## src/rtl/fc_layer.sv

```systemverilog
// Fully connected layer: streams NUM_INPUTS pooled elements, accumulates one signed sum per neuron.
// Define FC_ARGMAX_EN to add the ARGMAX scan that drives out_class; otherwise out_class is tied to 0.
module fc_layer #(
   parameter int NUM_INPUTS   = 40,
   parameter int NUM_OUTPUTS  = 10,
   parameter int DATA_WIDTH   = 8,
   parameter int WEIGHT_WIDTH = 8,
   parameter int ACC_WIDTH    = 24,
   localparam int CLASS_WIDTH = (NUM_OUTPUTS > 1) ? $clog2(NUM_OUTPUTS) : 1
) (
   input  logic                                clock,
   input  logic                                reset_n,
   input  logic                                start,
   input  logic                                in_valid,
   output logic                                in_ready,
   input  logic [DATA_WIDTH-1:0]               in_data,
   input  logic [NUM_OUTPUTS*WEIGHT_WIDTH-1:0] in_weights,
   output logic                                out_valid,
   input  logic                                out_ready,
   output logic [NUM_OUTPUTS*ACC_WIDTH-1:0]    out_data,
   output logic [CLASS_WIDTH-1:0]              out_class,
   output logic                                busy
);

   localparam int CNT_WIDTH  = $clog2(NUM_INPUTS + 1);
   localparam int PROD_WIDTH = DATA_WIDTH + WEIGHT_WIDTH + 1;

   localparam logic [1:0] S_IDLE   = 2'd0;
   localparam logic [1:0] S_ACCUM  = 2'd1;
   localparam logic [1:0] S_DONE   = 2'd3;
`ifdef FC_ARGMAX_EN
   localparam logic [1:0] S_ARGMAX = 2'd2;
`endif

   logic [1:0]                  state;
   logic [1:0]                  state_next;
   logic [CNT_WIDTH-1:0]        elem_count;
   logic signed [ACC_WIDTH-1:0] acc     [NUM_OUTPUTS];
   logic signed [ACC_WIDTH-1:0] acc_sum [NUM_OUTPUTS];
   logic signed [PROD_WIDTH-1:0] prod   [NUM_OUTPUTS];
   logic                        accept;
   logic                        last_elem;

`ifdef FC_ARGMAX_EN
   logic [CLASS_WIDTH-1:0]      scan_idx;
   logic [CLASS_WIDTH-1:0]      best_idx;
   logic                        scan_gt;
   logic                        scan_last;
`endif

   assign accept    = in_valid && in_ready;
   assign last_elem = accept && (elem_count == CNT_WIDTH'(NUM_INPUTS - 1));

   // Data is unsigned, so a zero bit in front makes it a non-negative signed operand.
   always_comb begin
      for (int o = 0; o < NUM_OUTPUTS; o++) begin
         prod[o]    = PROD_WIDTH'($signed({1'b0, in_data}))
                    * PROD_WIDTH'($signed(in_weights[o*WEIGHT_WIDTH +: WEIGHT_WIDTH]));
         acc_sum[o] = acc[o] + ACC_WIDTH'(prod[o]);
      end
   end

`ifdef FC_ARGMAX_EN
   assign scan_gt   = acc[scan_idx] > acc[best_idx];
   assign scan_last = (scan_idx == CLASS_WIDTH'(NUM_OUTPUTS - 1));
`endif

   always_comb begin
      state_next = state;
      case (state)
         S_IDLE: begin
            if (start) begin
               state_next = S_ACCUM;
            end
         end
         S_ACCUM: begin
            if (last_elem) begin
`ifdef FC_ARGMAX_EN
               state_next = (NUM_OUTPUTS > 1) ? S_ARGMAX : S_DONE;
`else
               state_next = S_DONE;
`endif
            end
         end
`ifdef FC_ARGMAX_EN
         S_ARGMAX: begin
            if (scan_last) begin
               state_next = S_DONE;
            end
         end
`endif
         S_DONE: begin
            if (out_ready) begin
               state_next = S_IDLE;
            end
         end
         default: state_next = S_IDLE;
      endcase
   end

   // Handshake flags are registered copies of the next state so every output comes from a flop.
   always_ff @(posedge clock) begin
      if (!reset_n) begin
         state     <= S_IDLE;
         in_ready  <= 1'b0;
         busy      <= 1'b0;
         out_valid <= 1'b0;
      end else begin
         state     <= state_next;
         in_ready  <= (state_next == S_ACCUM);
         busy      <= (state_next != S_IDLE);
         out_valid <= (state_next == S_DONE);
      end
   end

   always_ff @(posedge clock) begin
      if (!reset_n) begin
         elem_count <= '0;
         for (int o = 0; o < NUM_OUTPUTS; o++) begin
            acc[o] <= '0;
         end
      end else if (state == S_IDLE && start) begin
         elem_count <= '0;
         for (int o = 0; o < NUM_OUTPUTS; o++) begin
            acc[o] <= '0;
         end
      end else if (accept) begin
         elem_count <= elem_count + CNT_WIDTH'(1);
         for (int o = 0; o < NUM_OUTPUTS; o++) begin
            acc[o] <= acc_sum[o];
         end
      end
   end

   // A direct ACCUM->DONE hop must capture the sums including the element accepted on that edge.
   always_ff @(posedge clock) begin
      if (!reset_n) begin
         out_data <= '0;
      end else if (state != S_DONE && state_next == S_DONE) begin
         for (int o = 0; o < NUM_OUTPUTS; o++) begin
            out_data[o*ACC_WIDTH +: ACC_WIDTH] <= (state == S_ACCUM) ? acc_sum[o] : acc[o];
         end
      end
   end

`ifdef FC_ARGMAX_EN
   always_ff @(posedge clock) begin
      if (!reset_n) begin
         scan_idx  <= '0;
         best_idx  <= '0;
         out_class <= '0;
      end else if (state == S_ACCUM && state_next == S_ARGMAX) begin
         scan_idx <= CLASS_WIDTH'(1);
         best_idx <= '0;
      end else if (state == S_ARGMAX) begin
         scan_idx <= scan_idx + CLASS_WIDTH'(1);
         if (scan_gt) begin
            best_idx <= scan_idx;
         end
         if (scan_last) begin
            out_class <= scan_gt ? scan_idx : best_idx;
         end
      end
   end
`else
   assign out_class = '0;
`endif

endmodule

```

## config.mk

```make
export PLATFORM = sky130hd
export DESIGN_NAME = fc_layer
export DESIGN_NICKNAME = d
export VERILOG_FILES = /design/src/rtl/fc_layer.sv
export SDC_FILE = /design/constraint.sdc
export NUM_CORES = 2
export LEC_CHECK = 0
export ABC_AREA = 1
export CELL_PAD_IN_SITES_DETAIL_PLACEMENT = 1
export CELL_PAD_IN_SITES_GLOBAL_PLACEMENT = 2
export CORE_MARGIN = 5
export CORE_UTILIZATION = 34
export CTS_BUF_LIST = sky130_fd_sc_hd__clkbuf_8
export DETAILED_ROUTE_END_ITERATION = 7
export PLACE_DENSITY = 0.77
export SLEW_MARGIN = 5
export SYNTH_ARGS = -nofsm -noshare
export SYNTH_HDL_FRONTEND = slang
export SYNTH_SLANG_ARGS = --single-unit
```

## constraint.sdc

```tcl
create_clock -name clock -period 7 [get_ports clock]
set_input_delay 1.05 -clock clock [delete_from_list [all_inputs] [get_ports clock]]
set_output_delay 1.05 -clock clock [all_outputs]
set_load 0.01 [all_outputs]
```

* After elaboration in Yosys (flattened, before gate mapping)
Memory sizes are Yosys's and may differ from the RTL's.
Cells that the tools add are included.
** Operators by class
- Multiplexer cells :: 42
- Eq/ne operators :: 6
- Add/subtract/negate cells :: 11
- Reduce and logical (&&, ||, !) cells :: 7
- Multiply operators :: 10
- Bitwise operators :: 21
** Operator list (count)
- 24-bit two-way mux :: 30
- 24-bit by 17-bit adder with 24-bit output :: 10
- 9-bit by 8-bit multiplier with 17-bit output :: 10
- 1-bit bitwise OR :: 20
- 1-bit two-way mux :: 8
- 6-bit by 1-bit adder with 6-bit output (second input constant) :: 1
- 6-bit == test (second input constant) :: 1
- 2-bit two-way mux :: 3
- 2-bit one-hot mux with 3 select lines :: 1
- 2-bit by 1-bit == test with 1-bit output (second input constant) :: 2
- 2-bit == test (second input constant) :: 2
- 1-bit logical AND :: 4
- 2-bit logical NOT :: 1
- 2-bit != test (second input constant) :: 1
- 2-bit nonzero test :: 1
- 2-bit OR reduction :: 1
- 1-bit inverter :: 1
** Word-level totals
- Memories :: 1
- Register bits :: 251
- Bits of input ports :: 93
- Bits in writable memories :: 240
** Memories
- acc :: depth 10, bits a word 24, rd ports 10, clocked after Yosys merged registers in 0, wr ports 10, line 38 : logic signed [ACC_WIDTH-1:0] acc [NUM_OUTPUTS];

* Logic depth before layout (Yosys ltp)
- Word-level depth :: 7
- Gate-level depth with buffers :: 25
- Gate-level depth less buffers :: 23

* Worst setup path before layout
OpenSTA, ideal clock, no wires.
- Path kind :: input-to-reg
- Start point :: in reset_n
- End point :: mem acc[0][0] (enable)
- Arrival :: 5256 ps
- Slack :: 32 ps
- Stages on the path :: 5
- Path through :: clkbuf_1 inv_1 nor2_1 clkbuf_1 nand2_1
** RTL lines
- from (decl) :: line 12 : input logic reset_n,
- to (decl) :: line 38

==> impl_results.md <==
- Synth warn: 0
- Synth Area in Adders: 0.365
- Sink Count: 491
- Setup TNS: 0 ns
- CTS tree: yes
- Synthesized area per cell: 7.75 µm²
- TritonCTS Buffers: 104
- Clock Root Buffer: clkbuf_8
- VDD IR max: 0.217 mV
- Tot GR Track Use: 0.220
- Via count: 45700
- Rel. slew slack: 0.281
- Io pins: 340
- First-pass GRT wire length: 289000 µm
- Clock network power share: 0.170
- Fin util: 0.390
- Share of cells above drive strength 1: 0.0373
- Clk Latency, worst-skew pair: 0.81 ns
- Dpl hpwl: 139000 µm
- Gr ovfl total: 0
- Internal Power: 9.70 mW
- Number of remaining DRC errors: 0
- Largest net degree at the start of global routing: 210
- Post-synthesis mux area share: 0
- Hold-fix buffers, CTS: 0
- Max-slew violation count: 0
- Rows: 146
- Final min period: 5.63 ns
- Outcome: finished clean
- CP endpoint kind: register
- Synth Area in Compound Gates: 0.0686
- Gate power share: 0.665
- Sw Ratio: 0.516
- Reg clk slew, reported paths: 0.06 ns
- Die footprint: 167000 µm²
- Worst min path class: register to register
- Post-synth EDFFs: 240
- Sw Pwr: 10.3 mW
- Pwr/cell area: 325 nW/µm²
- Most common cell in the synthesized netlist: nand2_1
- Library cells used by synthesis: 36
- Synth Area in XOR/XNOR: 0.0139
- Top cells by instance count after synthesis: nand2_1 (1808), inv_1 (1388), ha_1 (761)
- Period utilization: 0.804
- Non-Filler Instances: 9379
- Via count of the first global-routing pass: 49900
- Initial antenna violation count: 16
- Actual slew at the worst max-slew pin: 1.08 ns
- Routed WL: 183000 µm
- Vias per inst: 4.88
- Wire per inst: 19.5 µm
- Setup WS pre-CTS: 0.533 ns
- Asr flop ratio synth: 0
- Syn Std Cell Area: 54100 µm²
- IO Port Bufs: 335
- Die W: 409 µm
- Clk buf depth: 3
- Type of origin of the critical path: input port
- Final Hold Fails: 0
- Final setup vio count: 0
- Area growth, synth to finish: 14.1%
- Hold_ws: 0.467 ns
- Setup bufs post-CTS: 0
- Simple-gate area share of the yosys netlist: 0.206
- Die H: 409 µm
- Design area: 61700 µm²
- WP data required: 7.53 ns
- Fillers: 19300
- Fin worst setup slack: 1.37 ns
- CTS H-tree depth: 3
- Core area: 158000 µm²
- DRT Pass-1 Iters: 5
- CP Max Fanout: 62
- Synthesized flop and latch total: 491
- Cell area after placement: 59500 µm²
- Final Skew: 0.0331 ns
- WP data arrival: 6.16 ns
- P_leak: 33.5 nW
- Fraction of the yosys area taken by sequential cells: 0.226
- RSZ-0062 raised after global routing: false
- Max-Cap Viols: 0
- Register share of total power: 0.165
- Max frequency: 178 MHz
- Most area-consuming cells after synthesis: fa_1 (19%), ha_1 (18%), edfxtp_1 (13%)
- WS Path Type: input port to register
- Largest family of logic cells by synthesized area: adder cells
- Cell count after synthesis: 6980
- Post-cts gate resize count: 0
- Placed cell count: 9175
- Post-synth top area share: 0.189
- Final nets: 8574
- Synth Flop Type: dfxtp_1
- Area leader, netlist: fa_1
- Routability Congestion: 0.834
- Initial DRC Count: 1988
- Starting Density: 0.342
- Final ANT Viol Nets: 0
- Final Total Pwr: 20.0 mW
-- registers in the layout (all words and copies together), names as in the netlist --
signal	count
out_data	240
elem_count	6
out_valid	1
acc	240
busy	1
in_ready	1
state	2
-- cell usage in the layout (no fill, tap or decap), drive strengths merged, types with 20 or more instances in the layout --
master,n
a41oi,25
edfxtp,240
a21oi,304
nand3,305
a31oi,59
clkbuf,135
xor2,42
nand2,1808
or2,24
o21ai,273
fa,511
xnor2,44
dfxtp,251
nand3b,36
ha,761
nor2,514
clkdlybuf4s50,326
o21bai,20
buf,78
inv,1423
clkinv,25
nor4,20
-- critical path, cell delays in order --
cell	delay [ns]
buf_4	0.78
buf_4	0.31
nand2_1	0.09
fa_1	0.49
fa_1	0.56
inv_1	0.06
fa_1	0.46
fa_1	0.52
fa_1	0.42
ha_1	0.36
nand2_1	0.11
nand2_1	0.07
nand2_1	0.06
nand2_1	0.05
nand2_1	0.05
nand3_1	0.20
or2_2	0.36
nand2_1	0.07
nor2_1	0.04
-- per-layer routing --
layer / global-route usage / part of all wire / up-vias
li1: - / - / 22200
met1: 0.296 / 0.47 / 22700
met2: 0.376 / 0.47 / 646
met3: 0.0320 / 0.044 / 181
met4: 0.0456 / 0.017 / 6
met5: 0 / 0.00023 / -
-- cell families (layout without fill, tap and decap cells) --
family	count (synthesis)	after routing
other	1	12
AO/OA/AOI/OAI	692	692
AND/OR/NAND/NOR	2759	2759
adder cells (fa/ha/maj)	1272	1272
buffers and inverters	1679	1995
XOR/XNOR	86	86
flip-flops	491	491
-- power groups by stage --
stage	sequential, mW	clock (mW)	combinational, mW
detailed placement	3.36	0	13.4
CTS	3.30	3.57	13.6
global placement	3.36	0	13.2
floorplan	3.35	0	9.43
global route	3.32	3.67	15.3
finish	3.30	3.41	13.3
-- area by class of cell --
| cell class | count | area, µm² | share of cell area |
|---|---|---|---|
| antenna | 8 | 20.0 | 0.000324 |
| clock buffer | 134 | 1840 | 0.0299 |
| clock inverter | 62 | 377 | 0.00610 |
| inverter | 1394 | 5240 | 0.0848 |
| multi-input combinational | 4813 | 35400 | 0.573 |
| sequential | 491 | 12200 | 0.198 |
| tap | 2072 | 2590 | 0.0420 |
| timing repair buffer | 405 | 4040 | 0.0654 |
-- worst paths after layout --
path	start	end	slack, ns	depth (start not counted)
worst max-delay path	in_data[3]	acc[9][14]$_SDFFCE_PN0P_	1.37	19
worst min-delay path	elem_count[5]$_SDFFE_PP0P_	elem_count[5]$_SDFFE_PP0P_	0.47	2
worst max register to register	acc[7][6]$_SDFFCE_PN0P_	acc[7][12]$_SDFFCE_PN0P_	2.24	18
worst min register to register	elem_count[5]$_SDFFE_PP0P_	elem_count[5]$_SDFFE_PP0P_	0.47	2
No activity file was read; power rests on OpenSTA's default activity.
